File: src/rtl/pipe_hazard_ctrl.sv
// rtl/pipe_hazard_ctrl.sv - pipeline hazard unit: load-use/RAW interlock, EX operand forwarding, branch flush, event counters
module pipe_hazard_ctrl #(
   parameter int AW       = 5,
   parameter int FWD_EN   = 1,
   parameter int BR_STAGE = 2,
   parameter int CNT_W    = 16
) (
   input  logic             clk,
   input  logic             clr,
   input  logic             id_valid,
   input  logic [AW-1:0]    id_rs,
   input  logic [AW-1:0]    id_rt,
   input  logic             id_use_rs,
   input  logic             id_use_rt,
   input  logic [AW-1:0]    id_dest,
   input  logic             id_reg_write,
   input  logic             id_mem_read,
   input  logic             branch_taken,
   output logic             hold_if_id,
   output logic             flush_if_id,
   output logic             clear_id_ex,
   output logic [1:0]       fwd_a,
   output logic [1:0]       fwd_b,
   output logic [CNT_W-1:0] stall_cnt,
   output logic [CNT_W-1:0] flush_cnt
);

   typedef struct packed {
      logic          valid;
      logic          we;
      logic          mr;
      logic [AW-1:0] dest;
   } ent_t;

   ent_t             ex_q, ex_d, mem_q, mem_d, wb_q, wb_d;
   logic [AW-1:0]    ex_rs_q, ex_rs_d, ex_rt_q, ex_rt_d;
   logic             ex_use_rs_q, ex_use_rs_d, ex_use_rt_q, ex_use_rt_d;
   logic [CNT_W-1:0] stall_cnt_q, stall_cnt_d, flush_cnt_q, flush_cnt_d;

   logic use_rs, use_rt, ex_hit, mem_hit, stall_raw;

   // Register 0 is hard-wired, so it never counts as a pending write.
   function automatic logic writes(input ent_t e, input logic [AW-1:0] r);
      return e.valid & e.we & (e.dest == r) & (r != '0);
   endfunction

   always_comb begin
      use_rs    = id_valid & id_use_rs;
      use_rt    = id_valid & id_use_rt;
      ex_hit    = (use_rs & writes(ex_q, id_rs)) | (use_rt & writes(ex_q, id_rt));
      mem_hit   = (use_rs & writes(mem_q, id_rs)) | (use_rt & writes(mem_q, id_rt));
      stall_raw = (FWD_EN != 0) ? (ex_q.mr & ex_hit) : (ex_hit | mem_hit);

      hold_if_id  = 1'b0;
      flush_if_id = 1'b0;
      clear_id_ex = 1'b1;
      fwd_a       = 2'd0;
      fwd_b       = 2'd0;
      if (!clr) begin
         if (BR_STAGE == 2) begin
            // EX-resolved branch squashes the stalled ID instruction instead of holding it.
            flush_if_id = branch_taken;
            clear_id_ex = stall_raw | branch_taken;
            hold_if_id  = stall_raw & ~branch_taken;
         end else begin
            // ID branch operands are stale during a stall; the branch re-resolves afterwards.
            flush_if_id = branch_taken & ~stall_raw;
            clear_id_ex = stall_raw;
            hold_if_id  = stall_raw;
         end
         if (FWD_EN != 0) begin
            if (writes(mem_q, ex_rs_q))     fwd_a = 2'd1;
            else if (writes(wb_q, ex_rs_q)) fwd_a = 2'd2;
            if (writes(mem_q, ex_rt_q))     fwd_b = 2'd1;
            else if (writes(wb_q, ex_rt_q)) fwd_b = 2'd2;
         end
      end
   end

   always_comb begin
      ex_d        = '0;
      ex_rs_d     = '0;
      ex_rt_d     = '0;
      ex_use_rs_d = 1'b0;
      ex_use_rt_d = 1'b0;
      if (id_valid && !clear_id_ex) begin
         ex_d        = '{valid: 1'b1, we: id_reg_write, mr: id_mem_read, dest: id_dest};
         ex_rs_d     = id_rs;
         ex_rt_d     = id_rt;
         ex_use_rs_d = id_use_rs;
         ex_use_rt_d = id_use_rt;
      end
      mem_d = ex_q;
      wb_d  = mem_q;

      stall_cnt_d = stall_cnt_q;
      if (hold_if_id && !branch_taken && (stall_cnt_q != '1))
         stall_cnt_d = stall_cnt_q + CNT_W'(1);
      flush_cnt_d = flush_cnt_q;
      if (flush_if_id && (flush_cnt_q != '1))
         flush_cnt_d = flush_cnt_q + CNT_W'(1);
   end

   always_ff @(posedge clk) begin
      if (clr) begin
         ex_q        <= '0;
         mem_q       <= '0;
         wb_q        <= '0;
         ex_rs_q     <= '0;
         ex_rt_q     <= '0;
         ex_use_rs_q <= 1'b0;
         ex_use_rt_q <= 1'b0;
         stall_cnt_q <= '0;
         flush_cnt_q <= '0;
      end else begin
         ex_q        <= ex_d;
         mem_q       <= mem_d;
         wb_q        <= wb_d;
         ex_rs_q     <= ex_rs_d;
         ex_rt_q     <= ex_rt_d;
         ex_use_rs_q <= ex_use_rs_d;
         ex_use_rt_q <= ex_use_rt_d;
         stall_cnt_q <= stall_cnt_d;
         flush_cnt_q <= flush_cnt_d;
      end
   end

   // Source-use flags travel with EX for debug visibility; forwarding matches on address alone.
   logic ex_use_unused;
   assign ex_use_unused = ex_use_rs_q ^ ex_use_rt_q;

   assign stall_cnt = stall_cnt_q;
   assign flush_cnt = flush_cnt_q;

endmodule

File: config.mk
export PLATFORM = sky130hd
export DESIGN_NAME = pipe_hazard_ctrl
export DESIGN_NICKNAME = d
export VERILOG_FILES = /design/src/rtl/pipe_hazard_ctrl.sv
export SDC_FILE = /design/constraint.sdc
export NUM_CORES = 1
export LEC_CHECK = 0
export BUFFER_PORTS_ARGS = -buffer_cell sky130_fd_sc_hd__clkbuf_2
export CAP_MARGIN = 40
export CORE_ASPECT_RATIO = 1.25
export CORE_MARGIN = 2
export CORE_UTILIZATION = 25
export CTS_BUF_LIST = sky130_fd_sc_hd__clkbuf_4 sky130_fd_sc_hd__clkbuf_8
export CTS_CLUSTER_SIZE = 30
export DETAILED_ROUTE_END_ITERATION = 8
export GPL_ROUTABILITY_DRIVEN = 0
export PLACE_DENSITY = 0.46
export SLEW_MARGIN = 20
export SYNTH_ARGS = -nofsm -noshare
export SYNTH_HDL_FRONTEND = slang
export SYNTH_SLANG_ARGS = --single-unit
File: constraint.sdc
create_clock -name clk -period 2.1 [get_ports clk]
set_clock_uncertainty 0.2 [all_clocks]
set_input_delay 0 -clock clk [delete_from_list [all_inputs] [get_ports clk]]
set_output_delay 0 -clock clk [all_outputs]
set_load 0.02 [all_outputs]
* Word level (Yosys, flattened, before mapping)
Cells that the tools add are included.
** Storage, ports and cells
- Logic and storage cells :: 70
- Bits of input ports :: 23
- Output and inout port bits :: 39
- Register bits :: 64
** Operators by class
- Reductions and logical operators :: 11
- Bitwise operators :: 25
- Eq/ne operators :: 8
- Add/sub/neg operators :: 2
- Multiplexer cells :: 10
** Operator list (number)
- 16-bit by 1-bit adder with 16-bit output (second input constant) :: 2
- 16-bit != test (second input constant) :: 2
- 5-bit equality test :: 6
- 1-bit bitwise AND :: 21
- 5-bit nonzero test :: 4
- 2-bit 2-to-1 mux :: 6
- 8-bit 2-to-1 mux :: 1
- 1-bit logical AND :: 4
- 1-bit 2-to-1 mux :: 3
- 1-bit zero test :: 2
- 1-bit inverter :: 2
- 1-bit bitwise OR :: 2
- 2-bit OR reduction :: 1

* Logic depth before layout (Yosys ltp)
- Depth after elaboration :: 12
- Depth in mapped cells :: 8

* Worst setup path before layout
Ideal clock, no wire load.
- Path type :: reg2reg
- Start point :: register ex_q[2] in the netlist's numbering
- End point :: register stall_cnt_q[7], in the netlist stall_cnt[7]
- Setup time :: 0.123 ns
- Arrival :: 1.789 ns
- Path slack :: -0.013 ns
- Cell stages (with the launch flop) :: 7
- Required time :: 1.777 ns
- Cell sequence :: dfxtp_1 -> xnor2_1 -> o2111ai_1 -> nor4b_2 -> nor2_1 -> nor4b_1 -> mux2_1
** On the way
- Cells in the longest elaborated chain, start to end :: 10
** RTL lines
- start: declaration :: line 35 : ent_t ex_q, ex_d, mem_q, mem_d, wb_q, wb_d;
- start signal: assignment :: line 106 : ex_q <= '0;
- start signal: assignment :: line 116 : ex_q <= ex_d;
- 5-bit equality test :: line 44 : return e.valid & e.we & (e.dest == r) & (r != '0);
- 1-bit bitwise AND (2 in series) :: line 44
- 1-bit bitwise AND :: line 50 : ex_hit = (use_rs & writes(ex_q, id_rs)) | (use_rt & writes(ex_q, id_rt));
- 1-bit bitwise OR * :: line 50
- 1-bit bitwise AND * :: line 52 : stall_raw = (FWD_EN != 0) ? (ex_q.mr & ex_hit) : (ex_hit | mem_hit);
- 1-bit bitwise AND * :: line 64 : hold_if_id = stall_raw & ~branch_taken;
- 1-bit 2-to-1 mux * :: line 59 : if (!clr) begin
- 1-bit logical AND * (2 in series) :: line 97 : if (hold_if_id && !branch_taken && (stall_cnt_q != '1))
- end signal: assignment :: line 123 : stall_cnt_q <= stall_cnt_d;
- end: declaration :: line 38 : logic [CNT_W-1:0] stall_cnt_q, stall_cnt_d, flush_cnt_q, flush_cnt_d;
Every way passes the cells marked *; elsewhere a longest branch is shown, timed or not.
A chain may end at the register's enable or synchronous reset.

* Worst setup path in the final report
- Start point :: register ex_q[2] in the netlist's numbering
- End point :: register stall_cnt_q[9], in the netlist stall_cnt[9]
The elaborated chain is that of the path after synthesis.

==> metrics.txt <==
Initial DRC Count 72; Die Wd 100.7 um; starting density of the core 25.39%; Synth-to-Final Area Change 51.39%; Logic pwr share 7.1%; min cycle time layout 2.163 ns; Cells after Synth 321; Inst Count DP 555; Avg WL per Cell 12.80 um; worst-case vdd ir drop 378.2 uV; sequential share of the synthesized area 43.85%; Synth top cells by count 64 x dfxtp_1, 37 x nor2_1, 32 x xnor2_1, 22 x nor2b_1, 18 x and2_1; Worst slew margin 70.56%; Sw Ratio 22.13%; unrepaired setup endpoints after global routing yes; failing checks negative setup slack; Avg Vias per Cell 4.506; number of H-tree levels 3; Buffers on Ports 61; Synth area leaders dfxtp_1 44%, xnor2_1 9.6%, nor2_1 4.8%, nor2b_1 4.7%, and2_1 3.9%; die footprint 0.01257 mm^2; Leak 1.830 nW; pwr dens 626.1 mW/mm^2; share of cells above drive strength 1 37.04%; Detailed Place HPWL 5838 um; CTS Sinks 64; min-delay worst type primary input to register; Worst-Margin Slew 0.4416 ns; clock-pin slew on the worst setup and hold paths 0.07 ns; worst endpoint required time 2.18 ns; total track usage 13.05%; Critical Path AT 2.24 ns; placed inst area 0.003694 mm^2; total core area 0.01151 mm^2; final worst setup slack -0.06331 ns; Avg Cell Area, Syn 9.101 um^2; clk buf depth 2; Cell variety after synth 44; total gr overflow 0; sw power 612.8 uW; clock power share 47.9%; ant diodes 0; synthesis-stage register bit count 64; Post-synth ARST share 0%; number of synthesized flops with an enable pin 0; drt pass-1 iters 4; Antenna Nets Post-Route 0; Internal 2.156 mW; Net Count, Synth 346; max-slew violation count 0; Layout Cells excl Fill 597; TritonCTS clock tree built; Core Util, Final 38.44%; final instance area 0.004423 mm^2; Die H 124.9 um; final worst-path cycle share 103.0%; ys flop type dfxtp_1; Worst-Skew Late Latency 0.35 ns; flop2flop setup slack -0.06 ns; largest net degree at the start of global routing 30; final wirelength 7642 um; Yosys top cell area share 43.85%; FMAX 462.3 MHz; part of the power in registers 45.0%; Cell Rows 44; initial antenna violation count 0; Vias 2690; TritonCTS buffer count 9; maxcap violations 0; Hold Fails Final Rpt 0; cell accounting for the most synthesized area dfxtp_1; critical path class register to register; YS warnings 0; setup violators final 9; via count of the first global-routing pass 2729; total power 2.769 mW; Startpoint Class register; Ports 62; first-pass GRT wire length 12830 um; # DRC 0; Post-Synthesis Cell Area 0.002922 mm^2; CP max FO 6; clock root buffer clkbuf_8; count leader, synth dfxtp_1; Final Net Count 479; status finished with violations; CP endpoint kind register
## state kept, by name, summed over array words and instances (netlist names)
name,cells
stall_cnt,16
ex_q,8
wb_q,7
mem_q,7
ex_rt_q,5
flush_cnt,16
ex_rs_q,5
## timing repair
action | 4_1_cts | 5_1_grt
hold buffers | 19 | 0
pin swaps | 10 | 12
gates resized for setup | 29 | 24
hold endpoints to repair | 28 | 0
endpoints found under the setup margin | 32 | 39
setup buffers | 1 | 6
## power groups by stage
stage | combinational [mW] | sequential [mW] | clock, mW
6_report | 0.197 | 1.25 | 1.33
5_1_grt | 0.218 | 1.25 | 1.43
4_1_cts | 0.197 | 1.25 | 1.37
3_5_place_dp | 0.156 | 1.27 | 0
3_3_place_gp | 0.155 | 1.27 | 0
2_1_floorplan | 0.0827 | 1.28 | 0
## metrics by stage
step	setup WS [ns]	setup TNS, ns	hold slack (ns)
final	-0.06331	-0.2938	0.02715
after global routing	-0.2064	-3.222	0.06179
after CTS	-0.1108	-0.4554	0.003364
after detailed placement	-0.2035	-3.264	0.005905
after global placement	-0.1751	-1.784	0.003249
after floorplan	0.01705	0	-0.1169
## critical path, cell delays in order (launching register included)
cell       delay (ns)
dfxtp_4          0.36
xnor2_2          0.14
o2111ai_2        0.18
nor4b_2          0.24
buf_4            0.16
o221ai_2         0.15
buf_4            0.20
or3_1            0.34
a21oi_1          0.14
## routing by layer
metal	global-route usage [%]	wire, um	up-vias	share of wire, %
li1	-	-	1374	-
met1	14.03	3099	1247	41
met5	0	0	-	0
met4	4.351	148	0	1.9
met3	4.040	388	13	5.1
met2	23.65	4007	56	52
## final cells by class
cell class / count / area (um^2)
timing repair buffer: 132 / 918.4
multi-input combinational: 242 / 1767
tap: 138 / 172.7
fill: 1194 / 7083
clock buffer: 10 / 137.6
sequential: 64 / 1294
clock inverter: 6 / 115.1
inverter: 5 / 18.77
## final timing paths
kind / startpoint / to / depth (start not counted)
hold reg to reg: ex_q[3]$_SDFF_PP0_ / mem_q[3]$_SDFF_PP0_ / 1
setup reg to reg: ex_q[2]$_SDFF_PP0_ / stall_cnt[9]$_SDFFE_PP0P_ / 8
setup / recovery: ex_q[2]$_SDFF_PP0_ / stall_cnt[9]$_SDFFE_PP0P_ / 8
hold / removal: branch_taken / stall_cnt[12]$_SDFFE_PP0P_ / 5
## cell families (layout without fill, tap and decap cells)
logic type,count (synthesis),in the layout,synth area share [%]
compound gates,25,25,6.253
xor+xnor,42,42,12.59
fa+ha+maj,2,2,0.8564
buf+inv,15,153,2.355
flops,64,64,43.85
mux,8,8,3.041
simple gates,165,165,31.05
## placed cells by master (no fill, tap or decap), types with 4 or more instances in the layout
master         count
dfxtp_2            7
clkbuf_8          12
and3_1             4
nor3_1             7
nand3_1           12
buf_4             48
and2_1            15
xnor2_1           30
dlygate4sd3_1     19
buf_6              4
a21oi_1            5
mux2_1             5
dfxtp_1           56
xor2_1            10
nor2_1            36
or3_1              4
nor2b_1           22
clkbuf_2          59
nand4_1           17
inv_1              4
o21ai_1            5
nand2_1           16
(Power assumes the default switching activity.)
